==> src/rtl/sig_mult_iter_if.sv <==
// rtl/sig_mult_iter_if.sv - operand/result handshake bundle for the iterative significand multiplier
interface sig_mult_iter_if #(
   parameter int WSIG    = 23,
   parameter int WEXPSUM = 10
);
   logic                  in_valid;
   logic                  in_ready;
   logic [WSIG:0]         norma;
   logic [WSIG:0]         normb;
   logic [WEXPSUM-1:0]    modexpa;
   logic [WEXPSUM-1:0]    modexpb;
   logic                  signa;
   logic                  signb;
   logic                  out_valid;
   logic                  out_ready;
   logic [2*WSIG+1:0]     product;
   logic [WEXPSUM-1:0]    expsum;
   logic                  sign_out;

   modport master (
      output in_valid, norma, normb, modexpa, modexpb, signa, signb, out_ready,
      input  in_ready, out_valid, product, expsum, sign_out
   );

   modport slave (
      input  in_valid, norma, normb, modexpa, modexpb, signa, signb, out_ready,
      output in_ready, out_valid, product, expsum, sign_out
   );
endinterface

==> src/rtl/sig_mult_iter.sv <==
// rtl/sig_mult_iter.sv - radix-2 shift-add significand multiplier with exponent add and sign XOR
// Optional zero-operand short cut enabled by defining SIG_MULT_ZERO_BYPASS_EN.
module sig_mult_iter #(
   parameter int WSIG    = 23,
   parameter int WEXPSUM = 10,
   parameter int BIAS    = 127
) (
   input logic             clk,
   input logic             reset_n,
   sig_mult_iter_if.slave  bus
);
   localparam int WPROD = 2*WSIG + 2;
   localparam int WCNT  = $clog2(WSIG + 1);
   localparam logic [WEXPSUM-1:0] BIAS_W = WEXPSUM'(BIAS);
   localparam logic [WCNT-1:0]    LAST_IT = WCNT'(WSIG);

   typedef enum logic [1:0] {IDLE, BUSY, DONE} state_t;

   state_t              state;
   logic [WPROD-1:0]    mcand;
   logic [WSIG:0]       mplier;
   logic [WPROD-1:0]    acc;
   logic [WCNT-1:0]     cnt;
   logic [WEXPSUM-1:0]  expsum_q;
   logic                sign_q;
   logic                in_ready_q;
   logic                out_valid_q;

`ifdef SIG_MULT_ZERO_BYPASS_EN
   logic zero_op;
   assign zero_op = (bus.norma == '0) || (bus.normb == '0);
`endif

   always_ff @(posedge clk or negedge reset_n) begin
      if (!reset_n) begin
         state       <= IDLE;
         mcand       <= '0;
         mplier      <= '0;
         acc         <= '0;
         cnt         <= '0;
         expsum_q    <= '0;
         sign_q      <= 1'b0;
         in_ready_q  <= 1'b1;
         out_valid_q <= 1'b0;
      end else begin
         case (state)
            IDLE: begin
               if (bus.in_valid) begin
                  mcand      <= WPROD'(bus.norma);
                  mplier     <= bus.normb;
                  acc        <= '0;
                  cnt        <= '0;
                  // Wraps modulo 2^WEXPSUM; range checks happen in post-normalization.
                  expsum_q   <= bus.modexpa + bus.modexpb - BIAS_W;
                  sign_q     <= bus.signa ^ bus.signb;
                  in_ready_q <= 1'b0;
`ifdef SIG_MULT_ZERO_BYPASS_EN
                  if (zero_op) begin
                     state       <= DONE;
                     out_valid_q <= 1'b1;
                  end else begin
                     state <= BUSY;
                  end
`else
                  state <= BUSY;
`endif
               end
            end
            BUSY: begin
               // Multiplicand is pre-shifted one place per iteration, equivalent to << cnt.
               if (mplier[0]) acc <= acc + mcand;
               mcand  <= mcand << 1;
               mplier <= mplier >> 1;
               cnt    <= cnt + WCNT'(1);
               if (cnt == LAST_IT) begin
                  state       <= DONE;
                  out_valid_q <= 1'b1;
               end
            end
            DONE: begin
               if (bus.out_ready) begin
                  state       <= IDLE;
                  out_valid_q <= 1'b0;
                  in_ready_q  <= 1'b1;
               end
            end
            default: begin
               state       <= IDLE;
               out_valid_q <= 1'b0;
               in_ready_q  <= 1'b1;
            end
         endcase
      end
   end

   assign bus.in_ready  = in_ready_q;
   assign bus.out_valid = out_valid_q;
   assign bus.product   = acc;
   assign bus.expsum    = expsum_q;
   assign bus.sign_out  = sign_q;

endmodule
==> src/flat_wrapper.sv <==
// flat-port wrapper written by rule: the top's interface ports become plain ports
module sig_mult_iter_flat 
#(
   parameter int WSIG    = 23,
   parameter int WEXPSUM = 10,
   parameter int BIAS    = 127
)
  (clk, reset_n, bus_in_valid, bus_norma, bus_normb, bus_modexpa, bus_modexpb, bus_signa, bus_signb, bus_out_ready, bus_in_ready, bus_out_valid, bus_product, bus_expsum, bus_sign_out);
  sig_mult_iter_if #(.WSIG(WSIG), .WEXPSUM(WEXPSUM)) bus_i ();
  input logic clk;
  input logic reset_n;
  input wire logic [$bits(bus_i.in_valid)-1:0] bus_in_valid;
  input wire logic [$bits(bus_i.norma)-1:0] bus_norma;
  input wire logic [$bits(bus_i.normb)-1:0] bus_normb;
  input wire logic [$bits(bus_i.modexpa)-1:0] bus_modexpa;
  input wire logic [$bits(bus_i.modexpb)-1:0] bus_modexpb;
  input wire logic [$bits(bus_i.signa)-1:0] bus_signa;
  input wire logic [$bits(bus_i.signb)-1:0] bus_signb;
  input wire logic [$bits(bus_i.out_ready)-1:0] bus_out_ready;
  output wire logic [$bits(bus_i.in_ready)-1:0] bus_in_ready;
  output wire logic [$bits(bus_i.out_valid)-1:0] bus_out_valid;
  output wire logic [$bits(bus_i.product)-1:0] bus_product;
  output wire logic [$bits(bus_i.expsum)-1:0] bus_expsum;
  output wire logic [$bits(bus_i.sign_out)-1:0] bus_sign_out;
  assign bus_i.in_valid = bus_in_valid;
  assign bus_i.norma = bus_norma;
  assign bus_i.normb = bus_normb;
  assign bus_i.modexpa = bus_modexpa;
  assign bus_i.modexpb = bus_modexpb;
  assign bus_i.signa = bus_signa;
  assign bus_i.signb = bus_signb;
  assign bus_i.out_ready = bus_out_ready;
  assign bus_in_ready = bus_i.in_ready;
  assign bus_out_valid = bus_i.out_valid;
  assign bus_product = bus_i.product;
  assign bus_expsum = bus_i.expsum;
  assign bus_sign_out = bus_i.sign_out;
  sig_mult_iter #(.WSIG(WSIG), .WEXPSUM(WEXPSUM), .BIAS(BIAS)) u_core (.clk(clk), .reset_n(reset_n), .bus(bus_i));
endmodule
==> config.mk <==
export PLATFORM = sky130hd
export DESIGN_NAME = sig_mult_iter_flat
export DESIGN_NICKNAME = d
export VERILOG_FILES = /design/src/rtl/sig_mult_iter_if.sv /design/src/rtl/sig_mult_iter.sv /design/src/flat_wrapper.sv
export SDC_FILE = /design/constraint.sdc
export NUM_CORES = 1
export LEC_CHECK = 0
export BUFFER_PORTS_ARGS = -buffer_cell sky130_fd_sc_hd__clkbuf_2
export CAP_MARGIN = 20
export CORE_ASPECT_RATIO = 1.5
export CORE_MARGIN = 2
export CORE_UTILIZATION = 40
export CTS_BUF_LIST = sky130_fd_sc_hd__clkbuf_4 sky130_fd_sc_hd__clkbuf_8
export CTS_CLUSTER_DIAMETER = 80
export DETAILED_ROUTE_END_ITERATION = 8
export RECOVER_POWER = 25
export SETUP_SLACK_MARGIN = 0.2
export SLEW_MARGIN = 15
export SYNTH_ARGS = -nofsm -noshare
export SYNTH_HDL_FRONTEND = slang
export SYNTH_SLANG_ARGS = --single-unit
==> constraint.sdc <==
create_clock -name clk -period 2.64 [get_ports clk]
set_input_delay 0.792 -clock clk [delete_from_list [all_inputs] [get_ports clk]]
set_output_delay 0.792 -clock clk [all_outputs]
set_load 0.01 [all_outputs]
# After elaboration in Yosys (flattened, before gate mapping)
# Cells that the tools add are included.
# W data, S select, Z words.
[totals]
memories = 0
ramBits = 0
out_inout_bits = 61
romBits = 0
wordCells = 50
register_bits = 140
latch_bits = 0
[classes]
mux = 19
n_shift = 0
n_bitwise = 3
n_div = 0
multipliers = 0
addsub = 4
order_cmp = 0
reduce_logical = 8
eq_ne = 7
[op_table]
columns = ["cell", "count"]
rows = [
  ["$pmux W48 S2", 2],
  ["$mux W48", 3],
  ["$add A48 B48 Y48", 1],
  ["$pmux W24 S2", 1],
  ["$mux W24", 1],
  ["$reduce_and A3 Y1", 4],
  ["$add A10 B10 Y10", 1],
  ["$pmux W5 S2", 1],
  ["$sub A10 B7 Y10 const B", 1],
  ["$mux W2", 3],
  ["$pmux W1 S3", 2],
  ["$pmux W2 S3", 1],
  ["$add A5 B1 Y5 const B", 1],
  ["$eq A5 B5 Y1 const B", 1],
  ["$mux W5", 1],
  ["$mux W1", 4],
  ["$ne A2 B1 Y1 const B", 2],
  ["$ne A2 B2 Y1 const B", 2],
  ["$reduce_and A2 Y1", 2],
  ["$eq A2 B1 Y1 const B", 1],
  ["$eq A2 B2 Y1 const B", 1],
  ["$logic_not A2 Y1", 1],
  ["$not A1 Y1", 2],
  ["$reduce_bool A2 Y1", 1],
  ["$xor A1 B1 Y1", 1],
]

# Logic depth before layout (Yosys ltp)
# Gate-level depths: netlist (run 1).
[logic_depth]
depth_word = 3
ltp_mapped = 13
ltp_nobuf = 13

# Worst setup path after synthesis (run 1)
# Ideal clock, no wire load.
[synth_path]
path_type = "input to register"
startpoint = "in bus_modexpb[1]"
endpoint = "reg u_core.expsum_q[9] (netlist: u_core.bus.expsum[9])"
t_required_ns = 2.504
path_buffers = 0
cell_stages = 11
path_slack_ns = -0.327
t_arrival_ns = 2.831
path_cell_list = "ha_1 > ha_1 > fa_1 > a21o_1 > a21o_1 > a21o_1 > a21oi_1 > o21bai_1 > a21oi_1 > xnor2_1 > o21ai_0"
[synth_via]
elab_chain_len = 2
[synth_rtl]
columns = ["item", "line_no", "rtl"]
rows = [
  ["start: declaration", "flat_wrapper.sv:16", "input wire logic [$bits(bus_i.modexpb)-1:0] bus_modexpb;"],
  ["$add A10 B10 Y10", "sig_mult_iter.sv:54", "expsum_q <= bus.modexpa + bus.modexpb - BIAS_W;"],
  ["$sub A10 B7 Y10", "sig_mult_iter.sv:54", ""],
  ["end signal: assignment", "sig_mult_iter.sv:54", ""],
  ["end: declaration", "sig_mult_iter.sv:24", "logic [WEXPSUM-1:0] expsum_q;"],
]
# Every way passes these cells.
# A chain may end at the register's enable or synchronous reset.

# Final worst setup path (run 1)
[layout_path]
startpoint = "reg u_core.acc[0] (netlist: u_core.bus.product[0])"
endpoint = "reg u_core.acc[44] (netlist: u_core.bus.product[44])"
[layout_via]
elab_chain_len = 3
[layout_rtl]
columns = ["item", "line_no", "rtl"]
rows = [
  ["start: declaration", "sig_mult_iter.sv:22", "logic [WPROD-1:0] acc;"],
  ["start signal: assignment", "sig_mult_iter.sv:71", "if (mplier[0]) acc <= acc + mcand;"],
  ["$add A48 B48 Y48", "sig_mult_iter.sv:71", ""],
  ["$mux W48", "sig_mult_iter.sv:71", ""],
  ["$pmux W48 S2", "sig_mult_iter.sv:46", "case (state)"],
]
# Every way passes these cells. The select of a mux whose other input is x is not followed.

==> results of run 1 <==
## worst min-delay path, cell delays in order (launching register included)
cell     delay, ps
dfrtp_1        360
nand2_1         50
o21ai_0         60
## layout by cell type (no fill, tap or decap), types with 8 or more instances in the layout
cell type | Yosys | routed
nand2_1 | 147 | 143
ha_4 | 0 | 14
buf_6 | 0 | 14
a21oi_2 | 2 | 9
ha_1 | 65 | 50
a21o_1 | 33 | 33
o21ai_1 | 5 | 38
buf_4 | 0 | 106
a21oi_1 | 47 | 34
nor2_1 | 118 | 113
and3_1 | 8 | 8
xor2_1 | 24 | 24
nand3_1 | 20 | 19
o21ai_0 | 102 | 64
xnor2_1 | 28 | 21
dfrtp_1 | 139 | 138
inv_1 | 22 | 20
nand4_1 | 13 | 13
clkbuf_8 | 0 | 17
clkbuf_2 | 1 | 133
o22ai_1 | 49 | 48
## power by group
part / internal (mW) / total [mW] / switching [mW]
Clock: 0.736 / 1.82 / 1.09
Combinational: 5.35 / 11.3 / 5.92
Sequential: 3.22 / 4.08 / 0.863
## layer usage
layer / GRT usage / part of all wire / up-vias
met4: 0.0598 / 0.017 / 0
met3: 0.0437 / 0.044 / 31
met2: 0.395 / 0.53 / 145
met5: 0 / 0 / -
li1: - / - / 3895
met1: 0.257 / 0.41 / 3857
## timing repair
item                                    4_1_cts  5_1_grt
buffers inserted                             17       16
endpoints found under the setup margin       32       36
hold endpoints to repair                      0        0
gates resized for setup                      66       44
pin swaps                                    38       29
## worst paths after layout
kind,from,end,slack [ps],depth (start not counted)
max,u_core.bus.product[0],u_core.bus.product[44],-150,13
min,u_core.bus.expsum[3],u_core.bus.expsum[3],500,2
max reg2reg,u_core.bus.product[0],u_core.bus.product[44],-150,13
min reg2reg,u_core.bus.expsum[3],u_core.bus.expsum[3],500,2
max in group asynchronous,reset_n,u_core.bus.product[1],230,2
min in group asynchronous,reset_n,u_core.mcand[13],750,1
## registers in the layout, indices dropped and copies added (netlist names)
| register | count |
|---|---|
| u_core.mcand | 48 |
| u_core.bus.expsum | 10 |
| u_core.bus.out_valid | 1 |
| u_core.state | 2 |
| u_core.bus.in_ready | 1 |
| u_core.bus.sign_out | 1 |
| u_core.mplier | 24 |
| u_core.cnt | 5 |
| u_core.bus.product | 48 |
## cells by family (layout without fill, tap and decap cells)
group,count (synthesis),after routing
adder cells (fa/ha/maj),67,67
AND/OR/NAND/NOR,338,338
buffers and inverters,75,313
XOR/XNOR,52,52
multiplexers,3,3
AO/OA/AOI/OAI,297,297
flip-flops,140,140
## cell type report
cell class,count,share of cell area
clock buffer,17,0.0209
clock inverter,15,0.0166
inverter,22,0.00736
multi-input combinational,757,0.461
sequential,140,0.313
tap,268,0.0299
timing repair buffer,259,0.151
## metrics by stage
stage / hold slack [ps] / power, mW / cells
detailed placement: 472 / 13.7 / 1413
finish: 496 / 17.2 / 1478
CTS: 180 / 16.5 / 1462
global route: 489 / 18.6 / 1478
floorplan: 467 / 10.3 / 972
global placement: 460 / 13.6 / 1413
==> results.cfg, run 1 <==
[logic_synthesis]
yosys-top-cells-area = dfrtp_1, ha_1, nand2_1
yosys_warnings = 0
synth_common_cells = nand2_1, dfrtp_1, nor2_1
synth-edff-count = 0
synthFlopType = dfrtp_1
synth_top_area_frac = 0.412
async_flop_share = 1.00
seq_area_frac_synth = 0.415
yosysTopAreaCell = dfrtp_1
synthAdderAreaFrac = 0.101
synthSimpleGateAreaFrac = 0.172
synth.avg_cell_area_um2 = 8.69
synth-seq-cells = 140
synth-compound-area-share = 0.221
yosys-mux-area-fraction = 0.00355
synth_top_family_by_area = compound AO/OA/AOI/OAI gates
synthCells = 972
synth_nets = 1113
synth_xor_area_frac = 0.0539
yosys.cell_count.top_type = nand2_1
netlist_area_um2 = 8450
post_synth_num_cell_types = 62

[setup_path]
crit_chain = ha_2 > fa_2 > a211oi_2 > nor2_2 > o311ai_4 > buf_4 > nand2_4 > a32oi_4 > a21boi_2 > nand3_2 > o22ai_2 > mux2i_1 > a221o_1
cp_max_fo = 2
critPathMaxStageDelay_ps = 410
crit_path_top_delay_cell = dfrtp_1
cp_num_buf_inv = 1
cp_top_family = compound AO/OA/AOI/OAI gates
arrival_ps = 3150
start_kind = register
cp.required_ps = 3000
crit_type = reg -> reg
critical_path.endpoint_type = register

[sta]
clock_skew_ps = 14.5
post-route-period-util = 1.06
fmax_mhz = 358
grt_setup_unrepaired = yes
slew_headroom = -0.149
tns_ps = -940
worst_slack_ps = -152
worst_pin_slew_ps = 1720
slew_viol_final = 29
period_needed_ps = 2790
finalSetupViolations = 11
finalHoldViolations = 0

[cts]
cts_tree = yes
clk_latency_ps = 480
clk_pin_slew_ps = 100
cts-root-buf = clkbuf_8
cts_hold_buf = 0
clock_path_buffers = 2
cts_num_sinks = 140
cts-buffers-inserted = 17
htree_levels = 4

[route]
num_vias = 7928
dr.pass1.iters = 4
ant_nets = 0
drc = 0
drt_wl_total_um = 23600
wl_per_cell_um = 16.0
drtIter0Drc = 488
viasPerCell = 5.36

[layout]
fin_util = 0.536
regArea_um2 = 3510
multi_input_comb_area_um2 = 5170
finalNetCount = 1338
postLayoutCellArea_um2 = 11200
diodes = 0
drive_above_1_share = 0.311
synthToLayoutAreaGrowth_pct = 32.7
fillers = 1991

[placed_design]
dpl.hpwl_um = 16900
port_buffers = 134
gp_congestion = 0.888
dpl_cell_area_um2 = 10200
place_ws_ps = -261

[power]
p_leak_nw = 5.39
peakVddDrop_v = 0.000523
power.density_nw_per_um2 = 1530

[grt]
grt_overflow_total = 0
antenna_found_initial = 0
grt_pass1_vias = 7990
grt_max_degree = 74
grt_pass1_wl_um = 39200
grt_use_total = 0.218

[floorplan]
start_util = 0.404
ios = 135
fp-row-count = 65
chipWidth_um = 123
die_h_um = 182
die-area_um2 = 22300
core-area_um2 = 20900

[hold_path]
hold_class = reg -> reg

[outcome]
outcome = complete, but fails checks
violations = capacitance limit, slew limit, setup timing

[flow_run]
maxCapViolCount = 1
(Power assumes the default switching activity.)
==> inputs of run 2 (changes only) <==
SETUP_SLACK_MARGIN = 0.5   (was 0.2)
==> run 2 against run 1 <==
  * The run still ends with capacitance limit, slew limit, setup timing left
  * Design area rose by 0.45%
  * Utilization rose by 0.24 points
  * Via count fell by 1.3%
  * Global-route usage rose by 0.090 points
  * Worst setup slack improved by 14 ps
  * First-iteration DRC count fell by 19%
  * Hold slack got worse by 11 ps
  * Register-to-register slack barely moved
  * Non-clock buffer count fell by 4
  * Sequential share of layout area fell by 0.072 points
  * Combinational power barely moved
  * Power rose by 0.21%
  * Critical endpoint is now u_core.bus.product[42]
  * Highest routed layer unchanged
==> results.cfg, run 2 (same netlist as run 1, synthesis figures left out) <==
[setup_path]
crit_type = reg -> reg
start_kind = register
rr_endpoint = u_core.bus.product[42]
r2r_slack_ps = -140
cp_max_fo = 4
cp.required_ps = 2990
rr_worst_depth = 13
arrival_ps = 3130
rr_startpoint = u_core.bus.product[0]
critical_path.endpoint_type = register

[cts]
cts_num_sinks = 140
htree_levels = 4
cts_tree = yes
cts-root-buf = clkbuf_8
clk_latency_ps = 470
cts_hold_buf = 0
clock_path_buffers = 2
cts-buffers-inserted = 17
clk_pin_slew_ps = 70

[grt]
grt_overflow_total = 0
antenna_found_initial = 0
grt_pass1_wl_um = 38700
grt_max_degree = 61
grt_pass1_vias = 7893
grt_use_total = 0.219

[route]
wl_per_cell_um = 16.1
drt_wl_total_um = 23700
num_vias = 7822
ant_nets = 0
drc = 0
drtIter0Drc = 394
dr.pass1.iters = 4
viasPerCell = 5.31

[hold_path]
hold_class = reg -> reg
hold_path_depth = 2
min_to = u_core.bus.expsum[1]
min-delay-start = u_core.bus.expsum[1]

[power]
peakVddDrop_v = 0.000572
p_sw_frac = 0.443
p_leak_nw = 5.39
seq_power_share = 0.239
power.density_nw_per_um2 = 1530
pwr-share-clk = 0.111
p_switching_mw = 7.62
power.total_mw = 17.2
internal-power_mw = 9.59
comb_power_share = 0.650

[floorplan]
fp-row-count = 65
die-area_um2 = 22300
chipWidth_um = 123
start_util = 0.404
core-area_um2 = 20900
die_h_um = 182
ios = 135

[placed_design]
gp_congestion = 0.900
dpl.hpwl_um = 17500
port_buffers = 134
place_ws_ps = -304

[sta]
grt_setup_unrepaired = yes
period_needed_ps = 2780
slew_headroom = -0.0550
slew_viol_final = 61
clock_skew_ps = 14.5
worst_slack_ps = -139
finalSetupViolations = 17
worst_pin_slew_ps = 1580
finalHoldViolations = 0
fmax_mhz = 360
post-route-period-util = 1.05

[layout]
drive_above_1_share = 0.321
final_common_cell = nand2_1
synthToLayoutAreaGrowth_pct = 33.3
layout_common_cells = nand2_1, dfrtp_1, clkbuf_2
diodes = 0
fin_util = 0.539
finalNetCount = 1334

[flow_run]
maxCapViolCount = 1

[outcome]
violations = capacitance limit, slew limit, setup timing
outcome = complete, but fails checks
==> run 2: cell types whose count changed in the layout (fill, tap and decap cells not counted), moves of 5 or more <==
cell,before,now
o21ai_0,64,59
inv_8,7,0
a21oi_2,9,14
ha_1,50,45
dfrtp_2,1,7
clkinv_8,5,0
dfrtp_1,138,132
==> run 2: layout make-up <==
class                           count  area [um2]
Fill cell                        1955        9640
Multi-Input combinational cell    757        5210
Timing Repair Buffer              255        1680
Inverter                           22        82.6
Sequential cell                   140        3510
Tap cell                          268         335
Clock inverter                      9         135
Clock buffer                       23         304
==> run 2: through the flow <==
stage | setup TNS (ps) | cells | hold slack, ps | cell area [um2]
final | -1070 | 1474 | 485 | 11300
after global routing | -4010 | 1474 | 514 | 11300
after CTS | -1120 | 1470 | 305 | 11200
after detailed placement | -1990 | 1419 | 465 | 10300
after global placement | -1480 | 1419 | 460 | 10300
after floorplan | -167 | 972 | 467 | 8720
==> run 2: how the worst max path moves through the flow <==
| stage | start | cells after the start | slack, ps | end |
|---|---|---|---|---|
| floorplan | u_core.bus.product[0] | 12 | -70 | u_core.bus.product[44] |
| global placement | u_core.bus.product[0] | 13 | -240 | u_core.bus.product[44] |
| detailed placement | bus_modexpb[1] | 12 | -300 | u_core.bus.expsum[9] |
| CTS | u_core.bus.product[0] | 13 | -160 | u_core.bus.product[44] |
| global route | u_core.bus.product[0] | 13 | -280 | u_core.bus.product[42] |
| finish | u_core.bus.product[0] | 13 | -140 | u_core.bus.product[42] |
==> run 2: what timing repair did <==
action	in CTS	in global routing
resized for setup	68	29
pin swaps	33	25
endpoints found under the setup margin	42	45
buffers inserted	19	4
==> run 2: worst max-delay path, stage by stage, from the launching register on <==
cell      delay, ps
dfrtp_1         390
ha_2            200
fa_2            350
a211oi_2        180
nor2_1           90
o311ai_2        250
buf_4           180
a21boi_1         60
nand3b_4        170
o31a_4          330
a21oi_4         160
o21ai_2          70
xnor2_1         140
o21ai_1          70
==> run 2: per-layer routing <==
| metal | wire length (um) | GRT usage |
|---|---|---|
| met5 | 0 | 0 |
| met4 | 757 | 0.0920 |
| met2 | 12500 | 0.396 |
| met3 | 854 | 0.0386 |
| met1 | 9580 | 0.248 |
==> run 2: power by group through the flow <==
stage	combinational (mW)	clock [mW]	sequential, mW
3_3_place_gp	9.87	0	4.13
4_1_cts	10.9	1.97	4.12
2_1_floorplan	6.44	0	4.15
5_1_grt	12.4	2.06	4.24
6_report	11.2	1.92	4.11
3_5_place_dp	10.0	0	4.15
